[src/rtl/serial_borrow_subtractor.sv]
`default_nettype none
// ============================================================================
// Module   : serial_borrow_subtractor
// Purpose  : Multi-cycle N-bit subtractor D = A - B - Bin. Processes W bits
//            per clock, starting with the least-significant chunk. The borrow
//            is carried between chunks in a register. Uses a start/busy/done
//            handshake.
// Ports    : clk   - system clock, rising edge
//            rst   - asynchronous active-high reset
//            start - request; sampled only in IDLE or DONE
//            A, B  - N-bit minuend / subtrahend, sampled with start
//            Bin   - borrow-in, sampled with start
//            D     - N-bit difference (holds last completed result)
//            Bout  - final borrow out (A < B + Bin, unsigned)
//            busy  - high while chunks are being processed
//            done  - one-cycle pulse when D/Bout are newly valid
//            ovf   - signed overflow flag (only with SBS_SIGNED_OVF_EN)
// Config   : `define SBS_SIGNED_OVF_EN adds the ovf port and its sign logic.
// Revision : 1.0 - initial release
// ============================================================================
module serial_borrow_subtractor #(
  parameter int N = 16,
  parameter int W = 4
) (
  input  logic         clk,
  input  logic         rst,
  input  logic         start,
  input  logic [N-1:0] A,
  input  logic [N-1:0] B,
  input  logic         Bin,
  output logic [N-1:0] D,
  output logic         Bout,
  output logic         busy,
  output logic         done
`ifdef SBS_SIGNED_OVF_EN
  ,
  output logic         ovf
`endif
);

  localparam int c_K  = N / W;
  localparam int c_IW = (c_K > 1) ? $clog2(c_K) : 1;

  localparam logic [1:0] c_IDLE = 2'd0;
  localparam logic [1:0] c_BUSY = 2'd1;
  localparam logic [1:0] c_DONE = 2'd2;

  logic [1:0]      r_state;
  logic [1:0]      w_state_nxt;
  logic [N-1:0]    r_a;
  logic [N-1:0]    r_b;
  logic [N-1:0]    r_res;
  logic            r_borrow;
  logic [c_IW-1:0] r_idx;
  logic [N-1:0]    r_d;
  logic            r_bout;

  logic            w_load;
  logic            w_last;
  logic [W-1:0]    w_a_chunk;
  logic [W-1:0]    w_b_chunk;
  logic [W:0]      w_diff;
  logic [N-1:0]    w_res_nxt;

  // A new operation may be accepted in IDLE and in the one-cycle DONE state.
  assign w_load = start && ((r_state == c_IDLE) || (r_state == c_DONE));
  assign w_last = (r_idx == c_IW'(c_K - 1));

  assign w_a_chunk = r_a[r_idx*W +: W];
  assign w_b_chunk = r_b[r_idx*W +: W];

  // The subtraction is W+1 bits wide. A negative chunk result wraps, which sets
  // the MSB, so the MSB is the borrow into the next chunk.
  assign w_diff = {1'b0, w_a_chunk} - {1'b0, w_b_chunk} - {{W{1'b0}}, r_borrow};

  // This is the result register with the current chunk merged in. Using it at
  // the last chunk means D is complete in the same edge that finishes it.
  always_comb begin
    w_res_nxt = r_res;
    w_res_nxt[r_idx*W +: W] = w_diff[W-1:0];
  end

  // ---------------- FSM: state register ----------------
  always_ff @(posedge clk or posedge rst) begin
    if (rst) begin
      r_state <= c_IDLE;
    end else begin
      r_state <= w_state_nxt;
    end
  end

  // ---------------- FSM: next-state logic ----------------
  always_comb begin
    w_state_nxt = r_state;
    case (r_state)
      c_IDLE:  w_state_nxt = start  ? c_BUSY : c_IDLE;
      c_BUSY:  w_state_nxt = w_last ? c_DONE : c_BUSY;
      c_DONE:  w_state_nxt = start  ? c_BUSY : c_IDLE;
      default: w_state_nxt = c_IDLE;
    endcase
  end

  // ---------------- FSM: outputs ----------------
  always_comb begin
    busy = (r_state == c_BUSY);
    done = (r_state == c_DONE);
  end

  // ---------------- Datapath ----------------
  always_ff @(posedge clk or posedge rst) begin
    if (rst) begin
      r_a      <= '0;
      r_b      <= '0;
      r_res    <= '0;
      r_borrow <= 1'b0;
      r_idx    <= '0;
      r_d      <= '0;
      r_bout   <= 1'b0;
    end else if (w_load) begin
      r_a      <= A;
      r_b      <= B;
      r_borrow <= Bin;
      r_idx    <= '0;
    end else if (r_state == c_BUSY) begin
      r_res    <= w_res_nxt;
      r_borrow <= w_diff[W];
      r_idx    <= w_last ? '0 : r_idx + c_IW'(1);
      if (w_last) begin
        r_d    <= w_res_nxt;
        r_bout <= w_diff[W];
      end
    end
  end

  assign D    = r_d;
  assign Bout = r_bout;

`ifdef SBS_SIGNED_OVF_EN
  logic r_ovf;

  // Signed overflow occurs only when the operand signs differ and the result
  // sign does not match the minuend.
  always_ff @(posedge clk or posedge rst) begin
    if (rst) begin
      r_ovf <= 1'b0;
    end else if (!w_load && (r_state == c_BUSY) && w_last) begin
      r_ovf <= (r_a[N-1] != r_b[N-1]) && (w_res_nxt[N-1] != r_a[N-1]);
    end
  end

  assign ovf = r_ovf;
`endif

endmodule
`default_nettype wire

[config.mk]
export PLATFORM = sky130hd
export DESIGN_NAME = serial_borrow_subtractor
export DESIGN_NICKNAME = d
export VERILOG_FILES = /design/src/rtl/serial_borrow_subtractor.sv
export SDC_FILE = /design/constraint.sdc
export NUM_CORES = 1
export LEC_CHECK = 0
export CORE_MARGIN = 5
export CORE_UTILIZATION = 45
export CTS_BUF_LIST = sky130_fd_sc_hd__clkbuf_4
export CTS_CLUSTER_DIAMETER = 80
export CTS_CLUSTER_SIZE = 20
export DETAILED_ROUTE_END_ITERATION = 7
export GPL_ROUTABILITY_DRIVEN = 0
export PLACE_DENSITY_LB_ADDON = 0.25
export SLEW_MARGIN = 10
export SYNTH_ARGS = -nofsm -noshare
export SYNTH_HDL_FRONTEND = slang
export SYNTH_SLANG_ARGS = --single-unit
[constraint.sdc]
create_clock -name clk -period 2.89 [get_ports clk]
set_clock_uncertainty 0.2 [all_clocks]
set_input_delay 0.867 -clock clk [delete_from_list [all_inputs] [get_ports clk]]
set_output_delay 0.867 -clock clk [all_outputs]
set_load 0.05 [all_outputs]
==> results.sh <==
export IMPL_run_status="complete, no violations"
export IMPL_mostFrequentLayoutCells="70 x dfrtp_1, 52 x clkdlybuf4s50_1, 32 x mux2_2"
export IMPL_grt_setup_unrepaired="no"
export IMPL_ys_warn_count=0
export IMPL_first_pass_iters=5
export IMPL_htree_levels=3
export IMPL_finalSetupTns_ns=0
export IMPL_critPathLaunchType="flop"
export IMPL_std_cell_rows=31
export IMPL_cts_path_max_buffers=2
export IMPL_synth_area_per_cell_um2=12.6
export IMPL_grtUsageTotal_pct=17.4
export IMPL_dieArea_mm2=0.00905
export IMPL_slowest_stage="mux4_1"
export IMPL_drv_cap=0
export IMPL_grt_max_degree=71
export IMPL_path_buf_inv=2
export IMPL_start_util_pct=45.7
export IMPL_max_stage_delay_ns=0.55
export IMPL_crit_family="adder cells"
export IMPL_area_growth_pct=27.8
export IMPL_fin_crit_ns=2.72
export IMPL_core_area_mm2=0.00714
export IMPL_place_hpwl_um=5000
export IMPL_setup_viol=0
export IMPL_drive_gt1_share_pct=20.7
export IMPL_slew_headroom_pct=53.2
export IMPL_required_ns=3.00
export IMPL_die_w_um=95.1
export IMPL_synth_net_count=307
export IMPL_max_freq_mhz=367
export IMPL_cts_tree="built"
export IMPL_synthDistinctLibCells=34
export IMPL_grt_pass1_vias=2393
export IMPL_final_nets=371
export IMPL_synth_area_mm2=0.00326
export IMPL_wl_per_cell_um=16.1
export IMPL_postRouteAntennaNets=0
export IMPL_cts_clk_slew_worst_paths_ns=0.12
export IMPL_port_buffers=54
export IMPL_arrival_ns=2.83
export IMPL_post_cts_buffers=0
export IMPL_ys_ff_latch=70
export IMPL_clk_latency_ns=0.41
export IMPL_min_path_type="flop to flop"
export IMPL_via_per_inst=5.35
export IMPL_cts_buffers=9
export IMPL_gr_total_overflow=0
export IMPL_cts_root_buf="clkbuf_4"
export IMPL_crit_path_cell_trace="mux4_1 > inv_1 > fa_1 > inv_1 > fa_1 > xnor2_2 > and2_1 > a22o_1"
export IMPL_drt_iter0_drc=116
export IMPL_rr_startpoint="r_idx[0]$_DFFE_PP0P_"
export IMPL_cp_end_kind="flop"
export IMPL_clkSinkCount=70
export IMPL_diodes=0
export IMPL_crit_start="r_idx[0]$_DFFE_PP0P_"
export IMPL_hold_viol=0
export IMPL_die_y_um=95.1
export IMPL_crit_fanout=5
export IMPL_routed_wl_um=6890
export IMPL_drcViolationCount=0
export IMPL_grt_pass1_wl_um=11800
export IMPL_crit_type="flop to flop"
export IMPL_layout_commonest_cell="dfrtp_1"
export IMPL_io_pins=55
export IMPL_timing_hold_worst_start="r_res[7]$_DFFE_PP0P_"
export IMPL_period_share_pct=94.2
export IMPL_num_vias=2285
export IMPL_syn_inst=259
export IMPL_drv_slew=0
export IMPL_worst_pin_slew_ns=0.697
export IMPL_ys_seq_area_share_pct=53.7
export IMPL_antenna_found_initial=0
-- tightest hold or removal path: cells and delay by family (launching register included) --
kind | cells | cell delay (ns)
flops | 1 | 0.36
compound gates | 1 | 0.05
simple gates | 1 | 0.05
-- sequential cells by signal, summed over array words and instances (netlist names) --
name and flops:
r_b 16, Bout 1, r_res 16, r_borrow 1, r_a 16, D 16, r_idx 2, r_state 2
-- routing by layer --
metal	vias up	global-route usage [%]	part of all wire [%]
met2	64	28.9	52
met5	-	0	0
met4	0	8.77	2.0
met1	1145	21.0	41
li1	1062	-	-
met3	14	4.50	5.1
-- area by class of cell --
class / instances / area [um^2]
clock inverter: 7 / 97.6
fill: 620 / 2970
inverter: 19 / 71.3
multi-input combinational: 159 / 1410
timing repair buffer: 64 / 649
tap: 99 / 124
sequential: 70 / 1750
clock buffer: 9 / 67.6
-- cell usage after synthesis --
cell / number / area (um^2)
a21oi_1: 5 / 25.0
buf_1: 3 / 11.3
nor3b_1: 4 / 30.0
buf_2: 4 / 20.0
a221oi_1: 11 / 96.3
nor3_1: 2 / 10.0
o31ai_1: 3 / 22.5
and2_1: 1 / 6.26
a32o_1: 4 / 40.0
mux4_2: 1 / 22.5
o21ai_0: 9 / 45.0
clkbuf_1: 3 / 11.3
fa_1: 2 / 40.0
a21oi_2: 1 / 8.76
nor2b_1: 2 / 12.5
mux4_1: 7 / 184
buf_6: 1 / 11.3
xnor2_1: 2 / 17.5
mux2_2: 32 / 360
or3_1: 1 / 6.26
nor2_1: 24 / 90.1
nor4_2: 1 / 12.5
ha_1: 10 / 125
o21bai_1: 1 / 7.51
nand3b_1: 1 / 7.51
xor2_2: 1 / 16.3
a22o_2: 1 / 10.0
dfrtp_1: 70 / 1750
nand2_1: 20 / 75.1
nor4b_2: 1 / 15.0
inv_1: 19 / 71.3
a22o_1: 8 / 70.1
a22oi_1: 2 / 15.0
nand2b_1: 2 / 12.5
-- worst paths after layout --
path	to	slack [ns]	cells past startpoint
worst max-delay path	r_res[10]$_DFFE_PP0P_	0.17	8
min in group asynchronous	r_res[15]$_DFFE_PP0P_	0.61	3
max in group asynchronous	r_res[12]$_DFFE_PP0P_	1.54	3
worst min-delay path	r_res[7]$_DFFE_PP0P_	0.29	2
worst min register to register	r_res[7]$_DFFE_PP0P_	0.29	2
worst max register to register	r_res[10]$_DFFE_PP0P_	0.17	8
-- kinds of logic after synthesis --
| logic type | after synthesis | share of synthesized area, % |
|---|---|---|
| compound gates | 45 | 10.4 |
| simple gates | 59 | 8.52 |
| buf+inv | 30 | 3.84 |
| mux | 40 | 17.4 |
| xor+xnor | 3 | 1.04 |
| fa+ha+maj | 12 | 5.07 |
| flops | 70 | 53.7 |
-- stage by stage --
| step | worst slack, ns | cell area (um^2) | hold slack (ns) | util [%] | std cells |
|---|---|---|---|---|---|
| floorplan | 0.0228 | 3260 | 0.240 | - | 259 |
| global placement | 0.178 | 3980 | 0.254 | 55.8 | 411 |
| detailed placement | 0.138 | 3980 | 0.259 | 55.8 | 411 |
| CTS | 0.106 | 4150 | 0.285 | 58.1 | 427 |
| global route | 0.0125 | 4170 | 0.310 | 58.4 | 427 |
| finish | 0.168 | 4170 | 0.287 | 58.4 | 427 |
-- repair_timing --
item / 4_1_cts / 5_1_grt
hold buffers: 0 / 0
setup endpoints to repair: 1 / 5
resized for setup: 1 / 2
Power is not shown: default switching activity piles up to over one toggle a cycle in this logic, so the estimate is an artifact.
